**src/rtl/ysyx_210238_pipe_ctrl_pkg.sv**
```systemverilog
// rtl/ysyx_210238_pipe_ctrl_pkg.sv - shared types and defaults for the pipeline controller
// Contents: fetch-discard FSM state encoding, default stall-counter width.
package ysyx_210238_pipe_ctrl_pkg;

  typedef enum logic {
    ST_RUN  = 1'b0,
    ST_DROP = 1'b1
  } pipe_state_e;

  localparam int CNT_W_DEF = 32;

endpackage

```
**src/rtl/ysyx_210238_sat_cnt.sv**
```systemverilog
// rtl/ysyx_210238_sat_cnt.sv - saturating up-counter with enable
// Ports:
//   clock, reset : rising-edge clock, asynchronous active-high reset
//   i_en         : count one when high
//   o_cnt        : current count, holds at all-ones
module ysyx_210238_sat_cnt #(
  parameter int W = 32
) (
  input  logic         clock,
  input  logic         reset,
  input  logic         i_en,
  output logic [W-1:0] o_cnt
);

  logic [W-1:0] r_cnt;

  always_ff @(posedge clock or posedge reset) begin
    if (reset) begin
      r_cnt <= '0;
    end else if (i_en && (r_cnt != {W{1'b1}})) begin
      r_cnt <= r_cnt + W'(1);
    end
  end

  assign o_cnt = r_cnt;

endmodule

```
**src/rtl/ysyx_210238_pipe_ctrl.sv**
```systemverilog
// rtl/ysyx_210238_pipe_ctrl.sv - five-stage pipeline stall/flush/PC-write sequencing
// Ports:
//   clock, reset          : rising-edge clock, asynchronous active-high reset
//   i_load_use            : load-use data hazard between ID and EX
//   i_ctrl_load_use       : ID branch depends on a load in EX
//   i_redirect            : taken branch/jump resolved in ID
//   i_if_busy, i_if_done  : fetch outstanding / fetch response this cycle
//   i_ls_busy             : LS data access outstanding
//   o_pc_wen, o_pc_sel_redirect : PC update enable and source select
//   o_*_stall, o_*_flush  : per pipeline-register hold / bubble controls
//   o_drop_fetch          : discard the fetch response arriving this cycle
//   o_stall_cnt           : saturating count of IF/ID stall cycles
module ysyx_210238_pipe_ctrl
  import ysyx_210238_pipe_ctrl_pkg::*;
#(
  parameter int CNT_W = CNT_W_DEF
) (
  input  logic             clock,
  input  logic             reset,
  input  logic             i_load_use,
  input  logic             i_ctrl_load_use,
  input  logic             i_redirect,
  input  logic             i_if_busy,
  input  logic             i_if_done,
  input  logic             i_ls_busy,
  output logic             o_pc_wen,
  output logic             o_pc_sel_redirect,
  output logic             o_if_id_stall,
  output logic             o_id_ex_stall,
  output logic             o_ex_ls_stall,
  output logic             o_ls_wb_stall,
  output logic             o_if_id_flush,
  output logic             o_id_ex_flush,
  output logic             o_ls_wb_flush,
  output logic             o_drop_fetch,
  output logic [CNT_W-1:0] o_stall_cnt
);

  pipe_state_e r_state;
  pipe_state_e w_state_nxt;
  logic        w_load_use;

  assign w_load_use = i_load_use | i_ctrl_load_use;

  always_ff @(posedge clock or posedge reset) begin
    if (reset) begin
      r_state <= ST_RUN;
    end else begin
      r_state <= w_state_nxt;
    end
  end

  always_comb begin
    w_state_nxt       = r_state;
    o_pc_wen          = 1'b0;
    o_pc_sel_redirect = 1'b0;
    o_if_id_stall     = 1'b0;
    o_id_ex_stall     = 1'b0;
    o_ex_ls_stall     = 1'b0;
    o_ls_wb_stall     = 1'b0;
    o_if_id_flush     = 1'b0;
    o_id_ex_flush     = 1'b0;
    o_ls_wb_flush     = 1'b0;
    o_drop_fetch      = 1'b0;
    // Outputs are held low for the whole reset window, not just at the edge.
    if (!reset) begin
      if (r_state == ST_RUN) begin
        if (i_ls_busy) begin
          // Redirect/load-use are re-presented by ID once the pipe moves again.
          o_if_id_stall = 1'b1;
          o_id_ex_stall = 1'b1;
          o_ex_ls_stall = 1'b1;
          o_ls_wb_stall = 1'b1;
          o_ls_wb_flush = 1'b1;
        end else if (w_load_use) begin
          o_if_id_stall = 1'b1;
          o_id_ex_flush = 1'b1;
        end else if (i_redirect) begin
          o_pc_wen          = 1'b1;
          o_pc_sel_redirect = 1'b1;
          o_if_id_flush     = 1'b1;
          // A response landing now belongs to the wrong path: drop it in place.
          o_drop_fetch      = i_if_done;
          if (i_if_busy && !i_if_done) begin
            w_state_nxt = ST_DROP;
          end
        end else if (i_if_busy) begin
          o_if_id_flush = 1'b1;
        end else begin
          o_pc_wen = 1'b1;
        end
      end else begin
        // The stale fetch must be discarded whatever else the pipe is doing.
        o_drop_fetch = i_if_done;
        if (i_if_done) begin
          w_state_nxt = ST_RUN;
        end
        if (i_ls_busy) begin
          o_if_id_stall = 1'b1;
          o_id_ex_stall = 1'b1;
          o_ex_ls_stall = 1'b1;
          o_ls_wb_stall = 1'b1;
          o_ls_wb_flush = 1'b1;
        end else if (w_load_use) begin
          o_if_id_stall = 1'b1;
          o_id_ex_flush = 1'b1;
        end else begin
          o_if_id_flush = 1'b1;
          if (i_redirect) begin
            o_pc_wen          = 1'b1;
            o_pc_sel_redirect = 1'b1;
          end
        end
      end
    end
  end

  ysyx_210238_sat_cnt #(
    .W(CNT_W)
  ) u_stall_cnt (
    .clock (clock),
    .reset (reset),
    .i_en  (o_if_id_stall),
    .o_cnt (o_stall_cnt)
  );

endmodule

```
**config.mk**
```make
export PLATFORM = sky130hd
export DESIGN_NAME = ysyx_210238_pipe_ctrl
export DESIGN_NICKNAME = d
export VERILOG_FILES = /design/src/rtl/ysyx_210238_pipe_ctrl_pkg.sv /design/src/rtl/ysyx_210238_sat_cnt.sv /design/src/rtl/ysyx_210238_pipe_ctrl.sv
export SDC_FILE = /design/constraint.sdc
export NUM_CORES = 1
export LEC_CHECK = 0
export CAP_MARGIN = 20
export CORE_MARGIN = 3
export CORE_UTILIZATION = 40
export CTS_CLUSTER_SIZE = 28
export DETAILED_ROUTE_END_ITERATION = 10
export DONT_BUFFER_PORTS = 1
export GPL_ROUTABILITY_DRIVEN = 0
export HOLD_SLACK_MARGIN = 0.08
export PLACE_DENSITY_LB_ADDON = 0.08
export SLEW_MARGIN = 0
export SYNTH_ARGS = -nofsm -noshare
export SYNTH_HDL_FRONTEND = slang
export SYNTH_SLANG_ARGS = --single-unit
```
**constraint.sdc**
```tcl
create_clock -name clock -period 3.39 [get_ports clock]
set_input_delay 0.339 -clock clock [delete_from_list [all_inputs] [get_ports clock]]
set_output_delay 0.339 -clock clock [all_outputs]
set_load 0.005 [all_outputs]
```
* Word-level counts from Yosys, hierarchy flattened
Cells that the tools add are included.
W data, S select, Z words.
** Operators by class
- $add $sub $neg :: 1
- Equal/unequal tests :: 1
- Muxes and demuxes :: 36
- Bitwise logic cells :: 1
- Reductions and logical operators :: 3
** Operators by type and width (count)
- $mux W1 :: 36
- $add A32 B1 Y32 const B :: 1
- $ne A32 B32 Y1 const B :: 1
- $logic_and A1 B1 Y1 :: 2
- $logic_not A1 Y1 :: 1
- $or A1 B1 Y1 :: 1
** Word-level totals
- Bits in registers :: 33
- Input bits :: 8
- Word-level logic and storage cells :: 44

* Logic depth before layout (Yosys ltp)
- Depth after elaboration :: 7
- Gate-level depth with buffers :: 7
- Gate-level depth less buffers :: 6

* Cells and area by module
A second synthesis with hierarchy kept.
** Unflattened totals
- Cell total of the unflattened synthesis :: 172
- Area total of the unflattened synthesis :: 1798.0 um^2
** By module, submodules not included
- ysyx_210238_sat_cnt :: instances 1, cells an instance 151, area an instance 1647.8 um^2
- ysyx_210238_pipe_ctrl :: instances 1, cells an instance 21, area an instance 150.1 um^2

* Worst setup path before layout
OpenSTA, ideal clock, no wires.
- Path kind :: reg-to-reg
- Start :: reg u_stall_cnt.r_cnt[8], in the netlist u_stall_cnt.o_cnt[8]
- End :: reg u_stall_cnt.r_cnt[30], in the netlist u_stall_cnt.o_cnt[30]
- Setup time :: 0.123 ns
- Arrival time :: 1.569 ns
- Slack :: 1.698 ns
- Stages on the path, launching flop included :: 6
- Buffers on the path :: 0
- Path through :: dfrtp_1 nand4_4 or4_4 nor4_4 nand4_1 xnor2_1
** Between the ends
- Word-level cells in the longest chain between the ends :: 2
- Elaborated cells on any way between the ends :: 3
- Those cells by class :: add/sub (1); eq/ne (1); reduce/logical (1)
** Ends and longest elaborated chain
- start, declared :: RTL line ysyx_210238_sat_cnt.sv:15 : logic [W-1:0] r_cnt;
- start signal, assigned :: RTL line ysyx_210238_sat_cnt.sv:21 : r_cnt <= r_cnt + W'(1);
- parallel branches: the longest is 2 deep, another holds $add A32 B1 Y32
Several ways; the timed one is not identified.
A chain may end at the register's enable or synchronous reset.

* Worst setup path in the final report
- Start :: reg u_stall_cnt.r_cnt[14], in the netlist u_stall_cnt.o_cnt[14]
- End :: reg u_stall_cnt.r_cnt[30], in the netlist u_stall_cnt.o_cnt[30]
The elaborated chain is that of the path after synthesis.

==> run summary <==
required time of the critical path = 3560 ps
Lkg Pwr = 0.849 nW
CTS clock-pin slew for the worst setup and hold paths = 70 ps
kind of start point of the critical path = register
Post-Syn Area = 1790 um2
upper clock frequency limit = 529 MHz
area growth from synthesis to final layout = 7.88%
total of flip-flops plus latches after synthesis = 33
final critical-path required period = 1890 ps
worst voltage drop across the vdd grid = 0.276 mV
area leader, netlist = sky130_fd_sc_hd__dfrtp_1
latest clock arrival within the worst-skew pair = 280 ps
number of port buffers = 0
placed cell count = 212
DRT iter0 DRCs = 46
number of design rule violations left after detail routing = 0
path type of the worst min-delay path = input port to register
setup slack on the worst flop-to-flop path = 1500 ps
wire length per cell = 17.5 um
Net count, final = 179
final-report setup violation count = 0
initial core utilization = 0.430
sink count of the clock tree = 33
relative contribution of sequential cells to total power = 0.547
H-tree lvl count = 2
outcome = finished clean
highest-delay cell along the critical path = sky130_fd_sc_hd__or4_4
root buffer selected by CTS = sky130_fd_sc_hd__clkbuf_8
type of destination of the critical path = register
Resized cells post-CTS = 0
die outline area = 5330 um2
tightest slew margin relative to the limit = 0.653
Area contributors post-synth = sky130_fd_sc_hd__dfrtp_1 (46%), sky130_fd_sc_hd__xnor2_1 (7.3%), sky130_fd_sc_hd__xor2_1 (5.9%)
Detailed Routing Iterations Pass 1 = 4
post-synthesis instance total = 168
Critical Path Max Stage Delay = 600 ps
CTS tree = done
syn nets = 177
total gr overflow = 0
number of ports placed on the die boundary = 50
net switching share of the total power = 0.267
Inserted Diodes = 0
Layout Cells excl Fill = 221
share of flip-flops with an asynchronous set or reset after synthesis = 1.00
number of global-route vias before repair = 1,398
cells traversed along the worst timing path = nand2_1 -> or4_4 -> nor4_4 -> nand4_1 -> xnor2_1
Longest Clk Path Bufs = 2
count of cell types in the netlist = 39
portion of the post-synthesis area used by sequential elements = 0.460
Tot GR Track Use = 0.163
part of the total power dissipated in combinational logic = 0.091
# hold bufs at CTS = 1
fraction of final layout cells sized beyond drive strength 1 = 0.117
total negative setup slack = 0 ps
max-capacitance violation count = 0
internal cell power = 0.657 mW
placeable core region = 4170 um2
signal arrival time at the worst endpoint = 2060 ps
DIE WIDTH = 73.0 um
detailed placement HPWL = 2.89 mm
share of the clock period used by the worst path = 0.558
power density over cell area = 464 nW/um2
final count of hold timing violations = 0
start-to-end type of the worst setup path = register to register
number of nets with antenna violations after detailed routing = 0
proportion of power drawn by the clock network = 0.361
mean area per synthesized cell = 10.7 um2
global-route wire length before repair = 6.63 mm
top cell type's share of synthesized area = 0.460
number of vias per cell after detailed routing = 5.97
clock tree skew after final layout = 4.40 ps
placement row count = 23
top_reg_cell synth = sky130_fd_sc_hd__dfrtp_1
final count of pins violating max slew = 0
initial antenna violation count = 0
count of vias placed by the detailed router = 1,320
maximum fanout along the worst path = 6
Post-CTS Setup Repair Bufs = 0
slew of the pin with the lowest slew margin = 516 ps
fill cell count = 391
largest net degree at the start of global routing = 25
Die Y = 73.0 um
net switching component of the power = 0.240 mW
TritonCTS buffer count = 5
count of flip-flops with a built-in enable after synthesis = 0
final wirelength = 3.87 mm
Ys Warns = 0
RSZ-0062 raised after global routing = false
-- flip-flops by register name, indices dropped and copies added (netlist names) --
register,count
u_stall_cnt.o_cnt,32
r_state,1
-- area by class of cell --
cell class                 instances  area (um2)  area share
clock buffer                       7        96.3      0.0498
clock inverter                     1        5.00     0.00259
inverter                           4        15.0     0.00776
multi-input combinational        124         913       0.472
sequential                        33         826       0.427
tap                               50        62.6      0.0323
timing repair buffer               2        17.5     0.00905
-- synthesized netlist by cell type (5+ instances only) --
cell                      count
sky130_fd_sc_hd__nor2_1       8
sky130_fd_sc_hd__xor2_1      12
sky130_fd_sc_hd__nand3_1      7
sky130_fd_sc_hd__and3_1       6
sky130_fd_sc_hd__xnor2_1     15
sky130_fd_sc_hd__a21oi_1      6
sky130_fd_sc_hd__nand4_1      8
sky130_fd_sc_hd__nor3_1       7
sky130_fd_sc_hd__and2_1       5
sky130_fd_sc_hd__dfrtp_1     33
sky130_fd_sc_hd__nand2_1     15
sky130_fd_sc_hd__and4_1       6
-- cells by family after synthesis --
family / Yosys count / share of synthesized area
AND/OR/NAND/NOR: 74 / 0.270
XOR/XNOR: 27 / 0.132
AO/OA/AOI/OAI: 20 / 0.0886
multiplexers: 2 / 0.0119
flip-flops: 33 / 0.460
buffers and inverters: 11 / 0.0307
adder cells (fa/ha/maj): 1 / 0.00697
-- per-stage QoR --
stage                      util  instance area, um2  total power, mW  hold WS [ps]  worst slack (ps)
after floorplan               -                1790            0.554           429              1700
after global placement    0.437                1820            0.575           228              1490
after detailed placement  0.437                1820            0.581           245              1470
after CTS                 0.464                1940            0.905           138              1460
after global routing      0.464                1940            0.948           127              1320
final                     0.464                1940            0.897           141              1500
-- critical path: cells and delay by family (launching register included) --
kind | cells | cell delay, ps
and+or+nand+nor | 4 | 1140
DFF | 1 | 490
xor gates and xnor gates | 1 | 140
-- path summary, 6_finish.rpt --
path	from	cells after the start	endpoint
setup / recovery	u_stall_cnt.o_cnt[14]	5	u_stall_cnt.o_cnt[30]
hold / removal	i_if_done	1	r_state
setup reg to reg	u_stall_cnt.o_cnt[14]	5	u_stall_cnt.o_cnt[30]
hold reg to reg	u_stall_cnt.o_cnt[30]	1	u_stall_cnt.o_cnt[30]
max in group asynchronous	reset	3	u_stall_cnt.o_cnt[18]
min in group asynchronous	reset	2	r_state
-- cell usage in the layout, fill, tap and decap left out, drive strengths merged --
cell type	n
buf	1
nor4	4
nor2b	1
o2111ai	3
or4	1
or2	1
xor2	12
nor2	8
mux2i	1
o31a	1
and3	6
inv	4
o21a	2
nand3	7
and4	7
nor3	8
o211ai	1
nand4	10
nor3b	1
a21oi	6
mux2	1
dlygate4sd3	1
a41o	1
clkinv	1
nand2	15
and2	5
xnor2	15
ha	1
a31oi	3
dfrtp	33
clkbuf	7
a211oi	3
-- routing by layer --
metal	routed length (um)	vias to the layer above	GRT usage	share of wire
met5	0	-	0	0
met4	61	0	0.0492	0.016
met3	294	8	0.0565	0.076
met2	1920	56	0.270	0.49
met1	1600	649	0.199	0.41
li1	-	607	-	-
-- power groups by stage --
stage / sequential (mW) / combinational [mW] / clock [mW]
6_report: 0.491 / 0.0820 / 0.324
5_1_grt: 0.502 / 0.0964 / 0.349
4_1_cts: 0.492 / 0.0839 / 0.330
3_5_place_dp: 0.499 / 0.0824 / 0
3_3_place_gp: 0.497 / 0.0782 / 0
2_1_floorplan: 0.484 / 0.0705 / 0
Note: power is estimated with default switching activity, not from simulation.
